File: config.mk
export PLATFORM = sky130hd
export DESIGN_NAME = burst_control_unit
export DESIGN_NICKNAME = d
export VERILOG_FILES = /design/src/rtl/ctrl_pkg.sv /design/src/rtl/ctrl_decoder.sv /design/src/rtl/burst_control_unit.sv
export SDC_FILE = /design/constraint.sdc
export NUM_CORES = 1
export LEC_CHECK = 0
export CAP_MARGIN = 30
export CELL_PAD_IN_SITES_DETAIL_PLACEMENT = 0
export CELL_PAD_IN_SITES_GLOBAL_PLACEMENT = 2
export CORE_ASPECT_RATIO = 0.9
export CORE_MARGIN = 8
export CORE_UTILIZATION = 33
export CTS_BUF_LIST = sky130_fd_sc_hd__clkbuf_16
export CTS_CLUSTER_SIZE = 12
export DETAILED_ROUTE_END_ITERATION = 12
export HOLD_SLACK_MARGIN = 0.06
export PLACE_DENSITY = 0.85
export SLEW_MARGIN = 15
export SYNTH_ARGS = -nofsm -noshare
export SYNTH_HDL_FRONTEND = slang
export SYNTH_HIERARCHICAL = 1
export SYNTH_SLANG_ARGS = --single-unit
File: constraint.sdc
create_clock -name clk -period 4.99 [get_ports clk]
set_clock_uncertainty 0.1 [all_clocks]
set_input_delay 0.998 -clock clk [delete_from_list [all_inputs] [get_ports clk]]
set_output_delay 0.998 -clock clk [all_outputs]
set_load 0.05 [all_outputs]
File: src/rtl/ctrl_pkg.sv
// Shared definitions for the burst control unit.
//   - opcode, cmd and ALU control encodings
//   - ctrl_e_t : control bundle carried in the D->E pipeline register
//   - burst_state_t : burst sequencer states
//   - sat_burst_len() : clamps a configured burst length to the supported maximum
package ctrl_pkg;

  localparam int CTRL_MAX_BURST = 8;
  localparam int CTRL_BEAT_W    = $clog2(CTRL_MAX_BURST);
  localparam int CTRL_ALUCTL_W  = 4;

  localparam logic [1:0] OPDATA   = 2'b00;
  localparam logic [1:0] OPMEMORY = 2'b01;
  localparam logic [1:0] OPBRANCH = 2'b10;

  localparam logic [3:0] FNOP     = 4'h0;
  localparam logic [3:0] FADD     = 4'h4;
  localparam logic [3:0] FSUB     = 4'h2;
  localparam logic [3:0] FMULT    = 4'h9;
  localparam logic [3:0] FAVERAGE = 4'hA;
  localparam logic [3:0] FPIC     = 4'hF;

  localparam logic [CTRL_ALUCTL_W-1:0] ALU_NOP  = 4'd0;
  localparam logic [CTRL_ALUCTL_W-1:0] ALU_ADD  = 4'd1;
  localparam logic [CTRL_ALUCTL_W-1:0] ALU_SUB  = 4'd2;
  localparam logic [CTRL_ALUCTL_W-1:0] ALU_MULT = 4'd3;
  localparam logic [CTRL_ALUCTL_W-1:0] ALU_AV   = 4'd4;

  typedef enum logic {
    ST_IDLE  = 1'b0,
    ST_BURST = 1'b1
  } burst_state_t;

  typedef struct packed {
    logic                     valid;
    logic                     alusrc;
    logic [CTRL_ALUCTL_W-1:0] aluctl;
    logic                     memtoreg;
    logic                     regwrite;
    logic                     memwrite;
    logic                     branch;
    logic [1:0]               flagw;
    logic [CTRL_BEAT_W-1:0]   beat;
    logic                     illegal;
  } ctrl_e_t;

  // Lengths 0 and 1 both mean a single beat; anything above the maximum clamps.
  function automatic logic [CTRL_BEAT_W:0] sat_burst_len(input logic [CTRL_BEAT_W:0] len);
    if (len > (CTRL_BEAT_W+1)'(CTRL_MAX_BURST))
      sat_burst_len = (CTRL_BEAT_W+1)'(CTRL_MAX_BURST);
    else
      sat_burst_len = len;
  endfunction

endpackage

File: src/rtl/ctrl_decoder.sv
// Purely combinational instruction decoder for the Decode stage.
// Ports:
//   instr_valid_i : D holds a valid instruction (invalid -> all-zero bundle)
//   opcode_i      : instruction opcode
//   funct_i       : funct field, cmd=[4:1] I=[5] S=[0] P=[4] U=[3] L=[0]
//   ctrl_o        : decoded E-stage bundle (beat index always 0)
//   reg_src_o     : register-source select, independent of valid
//   imm_src_o     : immediate-source select, independent of valid
module ctrl_decoder
  import ctrl_pkg::*;
#(
  parameter int FUNCT_W = 6,
  parameter int OP_W    = 2
) (
  input  logic               instr_valid_i,
  input  logic [OP_W-1:0]    opcode_i,
  input  logic [FUNCT_W-1:0] funct_i,
  output ctrl_e_t            ctrl_o,
  output logic [1:0]         reg_src_o,
  output logic [1:0]         imm_src_o
);

  logic [3:0] cmd;
  logic       i_bit;
  logic       s_bit;
  logic       u_bit;
  logic       l_bit;
  logic       is_data;
  logic       is_mem;
  logic       is_branch;
  ctrl_e_t    c;

  assign cmd       = funct_i[4:1];
  assign i_bit     = funct_i[5];
  assign s_bit     = funct_i[0];
  assign u_bit     = funct_i[3];
  assign l_bit     = funct_i[0];
  assign is_data   = (opcode_i == OPDATA);
  assign is_mem    = (opcode_i == OPMEMORY);
  assign is_branch = (opcode_i == OPBRANCH);

  assign reg_src_o = {is_mem & ~l_bit, is_branch};
  assign imm_src_o = {is_branch, is_mem};

  always_comb begin
    c = '0;
    if (is_data) begin
      c.alusrc = i_bit;
      case (cmd)
        FNOP:     begin c.aluctl = ALU_NOP;  c.regwrite = 1'b0; end
        FADD:     begin c.aluctl = ALU_ADD;  c.regwrite = 1'b1; end
        FSUB:     begin c.aluctl = ALU_SUB;  c.regwrite = 1'b1; end
        FMULT:    begin c.aluctl = ALU_MULT; c.regwrite = 1'b1; end
        FAVERAGE: begin c.aluctl = ALU_AV;   c.regwrite = 1'b1; end
        // Picture op is handled outside the ALU and writes no register.
        FPIC:     begin c.aluctl = ALU_NOP;  c.regwrite = 1'b0; end
        default:  begin c.aluctl = ALU_NOP;  c.regwrite = 1'b0; c.illegal = 1'b1; end
      endcase
      c.flagw[1] = s_bit;
      c.flagw[0] = s_bit & ((c.aluctl == ALU_ADD) | (c.aluctl == ALU_SUB));
    end else if (is_mem) begin
      c.alusrc   = i_bit;
      c.aluctl   = u_bit ? ALU_SUB : ALU_ADD;
      c.memtoreg = l_bit;
      c.memwrite = ~l_bit;
      c.regwrite = l_bit;
    end else if (is_branch) begin
      c.alusrc   = i_bit;
      c.aluctl   = ALU_ADD;
      c.branch   = 1'b1;
    end else begin
      c.illegal  = 1'b1;
    end
    c.valid = 1'b1;
    ctrl_o  = instr_valid_i ? c : '0;
  end

endmodule

File: src/rtl/burst_control_unit.sv
// Control unit: D-stage decode, D->E control register with stall/flush, and a
// burst sequencer that expands a PlusOne memory access into N word beats.
// Optional build macro: CTRL_ILLEGAL_TRAP_EN adds a sticky illegal trap and trap_o.
// Ports:
//   clk, reset          : clock, synchronous active-high reset
//   instr_valid_d       : D holds a valid instruction
//   opcode_d, funct_d   : instruction fields in D
//   burst_len_i         : beats per PlusOne access (0/1 = single, clamps at MAX_BURST)
//   stall_e_i           : freeze E register and sequencer
//   flush_e_i           : bubble into E, aborts a burst (wins over stall)
//   RegSrcD, ImmSrcD    : combinational D-stage selects
//   StallD              : D must hold its instruction
//   ValidE .. IllegalE  : registered E-stage control
//   trap_o              : sticky illegal trap (only with CTRL_ILLEGAL_TRAP_EN)
module burst_control_unit
  import ctrl_pkg::*;
#(
  parameter int FUNCT_W   = 6,
  parameter int OP_W      = 2,
  parameter int ALUCTL_W  = CTRL_ALUCTL_W,
  parameter int MAX_BURST = CTRL_MAX_BURST,
  parameter int BEAT_W    = $clog2(MAX_BURST)
) (
  input  logic                clk,
  input  logic                reset,
  input  logic                instr_valid_d,
  input  logic [OP_W-1:0]     opcode_d,
  input  logic [FUNCT_W-1:0]  funct_d,
  input  logic [BEAT_W:0]     burst_len_i,
  input  logic                stall_e_i,
  input  logic                flush_e_i,
  output logic [1:0]          RegSrcD,
  output logic [1:0]          ImmSrcD,
  output logic                StallD,
  output logic                ValidE,
  output logic                ALUSrcE,
  output logic [ALUCTL_W-1:0] ALUControlE,
  output logic                MemToRegE,
  output logic                RegWriteE,
  output logic                MemWriteE,
  output logic                BranchE,
  output logic [1:0]          FlagWE,
  output logic [BEAT_W-1:0]   BeatE,
  output logic                IllegalE
`ifdef CTRL_ILLEGAL_TRAP_EN
  ,
  output logic                trap_o
`endif
);

  localparam logic [CTRL_BEAT_W-1:0] BEAT_ONE = CTRL_BEAT_W'(1);
  localparam logic [CTRL_BEAT_W:0]   REM_ONE  = (CTRL_BEAT_W+1)'(1);
  localparam logic [CTRL_BEAT_W:0]   REM_TWO  = (CTRL_BEAT_W+1)'(2);

  ctrl_e_t                dec;
  ctrl_e_t                e_d, e_q;
  ctrl_e_t                lat_d, lat_q;
  burst_state_t           state_d, state_q;
  logic [CTRL_BEAT_W:0]   rem_d, rem_q;
  logic [CTRL_BEAT_W-1:0] beat_d, beat_q;
  logic [CTRL_BEAT_W:0]   n_sat;
  logic                   start;
  logic                   stall_c;

  ctrl_decoder #(
    .FUNCT_W (FUNCT_W),
    .OP_W    (OP_W)
  ) u_dec (
    .instr_valid_i (instr_valid_d),
    .opcode_i      (opcode_d),
    .funct_i       (funct_d),
    .ctrl_o        (dec),
    .reg_src_o     (RegSrcD),
    .imm_src_o     (ImmSrcD)
  );

  assign n_sat = sat_burst_len(burst_len_i);
  assign start = instr_valid_d & (opcode_d == OPMEMORY) & funct_d[4] &
                 (n_sat >= REM_TWO) & ~stall_e_i & ~flush_e_i;

  always_comb begin
    e_d     = e_q;
    lat_d   = lat_q;
    state_d = state_q;
    rem_d   = rem_q;
    beat_d  = beat_q;
    stall_c = 1'b0;
    if (flush_e_i) begin
      e_d     = '0;
      state_d = ST_IDLE;
      rem_d   = '0;
      beat_d  = '0;
    end else if (stall_e_i) begin
      stall_c = 1'b1;
    end else begin
      case (state_q)
        ST_IDLE: begin
          e_d    = dec;
          beat_d = '0;
          if (start) begin
            lat_d   = dec;
            rem_d   = n_sat - REM_ONE;
            state_d = ST_BURST;
            stall_c = 1'b1;
          end
        end
        ST_BURST: begin
          // Replay the latched bundle; D stays frozen until the last beat issues.
          beat_d  = beat_q + BEAT_ONE;
          e_d     = lat_q;
          e_d.beat = beat_q + BEAT_ONE;
          rem_d   = rem_q - REM_ONE;
          stall_c = (rem_q != REM_ONE);
          if (rem_q == REM_ONE) state_d = ST_IDLE;
        end
        default: state_d = ST_IDLE;
      endcase
    end
  end

`ifdef CTRL_ILLEGAL_TRAP_EN
  logic trap_d, trap_q;
  assign trap_d = trap_q | (e_d.valid & e_d.illegal);
`endif

  always_ff @(posedge clk) begin
    if (reset) begin
      state_q <= ST_IDLE;
      e_q     <= '0;
      lat_q   <= '0;
      rem_q   <= '0;
      beat_q  <= '0;
`ifdef CTRL_ILLEGAL_TRAP_EN
      trap_q  <= 1'b0;
`endif
    end else begin
      state_q <= state_d;
      e_q     <= e_d;
      lat_q   <= lat_d;
      rem_q   <= rem_d;
      beat_q  <= beat_d;
`ifdef CTRL_ILLEGAL_TRAP_EN
      trap_q  <= trap_d;
`endif
    end
  end

  assign StallD      = stall_c & ~reset;
  assign ValidE      = e_q.valid;
  assign ALUSrcE     = e_q.alusrc;
  assign ALUControlE = e_q.aluctl;
  assign MemToRegE   = e_q.memtoreg;
  assign BeatE       = e_q.beat;
  assign IllegalE    = e_q.illegal;

`ifdef CTRL_ILLEGAL_TRAP_EN
  assign trap_o    = trap_q;
  assign RegWriteE = e_q.regwrite & ~trap_q;
  assign MemWriteE = e_q.memwrite & ~trap_q;
  assign BranchE   = e_q.branch & ~trap_q;
  assign FlagWE    = e_q.flagw & {2{~trap_q}};
`else
  assign RegWriteE = e_q.regwrite;
  assign MemWriteE = e_q.memwrite;
  assign BranchE   = e_q.branch;
  assign FlagWE    = e_q.flagw;
`endif

endmodule

==> flow_metrics.env <==
export IMPL_setup_viol_count_final=0
export IMPL_fin_crit_sh_pct=80.8
export IMPL_path_delay_family="buffers and inverters"
export IMPL_path_class="in -> out"
export IMPL_ff2ff_setup_slack_ps=3190
export IMPL_max_cap_violations=0
export IMPL_hold_violations=0
export IMPL_critical_path_required_ps=3890
export IMPL_slew_headroom_pct=59.7
export IMPL_via_per_inst=4.68
export IMPL_htree_num_levels=2
export IMPL_drive_gt1_share_pct=6.83
export IMPL_synth_seq_cells=37
export IMPL_cp_num_cells=8
export IMPL_worstSetupStartpoint="burst_len_i[3]"
export IMPL_drt_wl_total_mm=4.96
export IMPL_r2r_start="state_q$_SDFFE_PP0N_"
export IMPL_vias=1708
export IMPL_postCtsResizedCells=0
export IMPL_synth_ff_type="dfxtp_1"
export IMPL_worstPathMaxFanout=5
export IMPL_die_y_um=92.0
export IMPL_core_area_um2=6150
export IMPL_initial_utilization_pct=34.4
export IMPL_gr_total_overflow=0
export IMPL_power_uw=739
export IMPL_ys_seq_area_share_pct=35.0
export IMPL_layout_cells_non_filler=365
export IMPL_hp_class="reg -> reg"
export IMPL_die_w_um=100
export IMPL_netlist_area_um2=2120
export IMPL_grt_max_degree=28
export IMPL_io_pins=38
export IMPL_gr_usage_all_layers_pct=11.4
export IMPL_r2r_end="rem_q[3]$_SDFFE_PP0P_"
export IMPL_cts_root_buffer="clkbuf_16"
export IMPL_ant_nets=0
export IMPL_grt_pass1_vias=1707
export IMPL_place_congestion=0.773
export IMPL_setup_tns_ps=0
export IMPL_worstRegToRegCells=5
export IMPL_clockBufferDepth=2
export IMPL_critPathMaxStageDelay_ps=510
export IMPL_fill_cells=636
export IMPL_slowest_stage="clkdlybuf4s50_1"
export IMPL_stdcell_area_um2=2640
export IMPL_max_freq_ghz=0.248
export IMPL_cts_hold_buf=0
export IMPL_min_path_cells=2
export IMPL_critPathArrivalTime_ps=2930
export IMPL_dieArea_um2=9230
export IMPL_timing_hold_ws_ps=390
export IMPL_run_status="completed"
export IMPL_drt_iter0_markers=66
export IMPL_dr_pass1_iters=4
export IMPL_wl_per_cell_um=13.6
export IMPL_period_needed_ps=4030
export IMPL_clk_pin_slew_ps=50
export IMPL_syn_to_final_growth_pct=24.7
export IMPL_start_kind="input port"
export IMPL_finalMaxSlewViolations=0
export IMPL_avgSynthCellArea_um2=8.43
export IMPL_p_leak_nw=0.942
export IMPL_ir_worst_vdd_v=0.000187
export IMPL_path_buf_inv=3
export IMPL_rows=27
export IMPL_synth_cell_types=45
export IMPL_cts_buffers=5
export IMPL_worstMarginPinSlew_ps=599
export IMPL_crit_path_cell_trace="clkdlybuf4s50_1, nand2b_1, inv_1, ha_1, nor4_1, o31a_1, a21oi_1, buf_4"
export IMPL_antenna_cells=0
export IMPL_pwr_density_cell_nw_per_um2=280
export IMPL_post_cts_buffers=0
export IMPL_rsz0062_at_grt="no"
export IMPL_antenna_found_initial=0
export IMPL_cts_tree="built"
export IMPL_nets=304
export IMPL_portBuffers=37
export IMPL_cts_sinks=37
export IMPL_dpl_hpwl_mm=3.52
export IMPL_yosys_warnings=6
export IMPL_synthArstFlopShare_pct=0
export IMPL_synth_edf_count=0
export IMPL_drc_errors=0
export IMPL_grt_first_pass_wirelength_mm=8.40
export IMPL_numPlacedInstances=358
export IMPL_crit_end="StallD"
export IMPL_dpl_cell_area_um2=2480
export IMPL_clk_latency_ps=280
export IMPL_end_kind="output pin"
export IMPL_syn_inst=251
-- worst register-to-register path, stage by stage (launching register included) --
cell     delay [ps]
dfxtp_1         300
buf_4           340
inv_1           200
o31a_1          200
or2_2           340
o32ai_2         240
-- how the worst min path moves through the flow --
stage / from / to / slack [ps]
2_1_floorplan: beat_q[2]$_SDFFE_PP0N_ / beat_q[2]$_SDFFE_PP0N_ / 350
6_report: ALUControlE[3]$_SDFFE_PP0N_ / ALUControlE[3]$_SDFFE_PP0N_ / 390
4_1_cts: ALUControlE[3]$_SDFFE_PP0N_ / ALUControlE[3]$_SDFFE_PP0N_ / 390
3_3_place_gp: beat_q[2]$_SDFFE_PP0N_ / beat_q[2]$_SDFFE_PP0N_ / 360
3_5_place_dp: beat_q[2]$_SDFFE_PP0N_ / beat_q[2]$_SDFFE_PP0N_ / 380
5_1_grt: lat_q[6]$_SDFFE_PP0P_ / lat_q[6]$_SDFFE_PP0P_ / 410
-- stage by stage --
step	setup slack [ps]	utilization, %
detailed placement	935	40.3
global placement	991	40.3
finish	959	42.9
global route	808	42.9
floorplan	1420	-
CTS	928	42.9
-- synthesized netlist by cell type (all sizes together) (2+ instances only) --
| cell type | number | area, um^2 |
|---|---|---|
| a211oi | 2 | 15.0 |
| nor2 | 50 | 188 |
| o211ai | 2 | 15.0 |
| a21oi | 25 | 125 |
| nand3 | 2 | 10.0 |
| and3 | 4 | 25.0 |
| nor2b | 5 | 31.3 |
| nand2b | 7 | 51.3 |
| o21ai | 9 | 45.0 |
| nor3 | 3 | 15.0 |
| nand2 | 7 | 26.3 |
| nand3b | 3 | 22.5 |
| xnor2 | 3 | 26.3 |
| or2 | 2 | 12.5 |
| ha | 9 | 113 |
| mux2i | 28 | 280 |
| inv | 8 | 30.0 |
| and2 | 2 | 13.8 |
| dfxtp | 37 | 741 |
| nor4 | 2 | 27.5 |
| buf | 16 | 121 |
| clkbuf | 7 | 26.3 |
-- cells in the final DEF, fill, tap and decap left out, types with 2 or more instances in the layout --
master           instances
mux2i_1                 28
inv_1                    8
nand3b_1                 3
o211ai_1                 2
dfxtp_1                 37
a21oi_1                 25
nand2b_1                 6
nand3_1                  2
nor2_1                  50
conb_1                   4
nor3_1                   3
nor2b_1                  5
xnor2_1                  3
and3_1                   4
a211oi_1                 2
buf_4                    4
ha_1                     9
clkdlybuf4s50_1         36
or2_2                    2
nand2_1                  7
clkbuf_16                5
o21ai_0                  9
-- power breakdown --
part | switching, mW | internal [mW] | total (mW)
combinational | 0.0543 | 0.0364 | 0.0907
sequential | 0.00142 | 0.298 | 0.300
clock | 0.117 | 0.232 | 0.349
total | 0.173 | 0.566 | 0.739
-- logic make-up (layout without fill, tap and decap cells) --
logic type | after synthesis | count (layout) | synth area share (%)
adders and majority gates | 9 | 9 | 5.32
and+or+nand+nor | 94 | 94 | 22.8
AOI/OAI and AO/OA | 47 | 47 | 13.3
DFF | 37 | 37 | 35.0
other | 1 | 4 | 0.177
muxes | 29 | 29 | 13.8
buffers and inverters | 31 | 55 | 8.40
xor gates and xnor gates | 3 | 3 | 1.24
-- final cells by class --
type                    instances  area, um^2  share of cell area (%)
flip-flops and latches         37         741                    28.1
clock inverters                 2        35.0                    1.33
multi-input cells             186        1210                    45.8
inverters                       8        30.0                    1.14
clock buffers                   5         125                    4.74
repair buffers                 40         390                    14.8
well taps                      87         109                    4.13
-- flip-flops by register name, indices dropped and copies added (netlist names) --
register     cells
MemToRegE        1
MemWriteE        1
BranchE          1
BeatE            3
ALUSrcE          1
beat_q           3
ALUControlE      4
IllegalE         1
ValidE           1
state_q          1
rem_q            4
FlagWE           2
RegWriteE        1
lat_q           13
-- per-layer routing --
layer / track usage (%) / part of all wire (%)
met1: 14.6 / 49
met2: 17.4 / 45
met3: 4.08 / 5.7
met4: 3.40 / 0.59
met5: 0 / 0
Power figures use the tool's default switching activity.
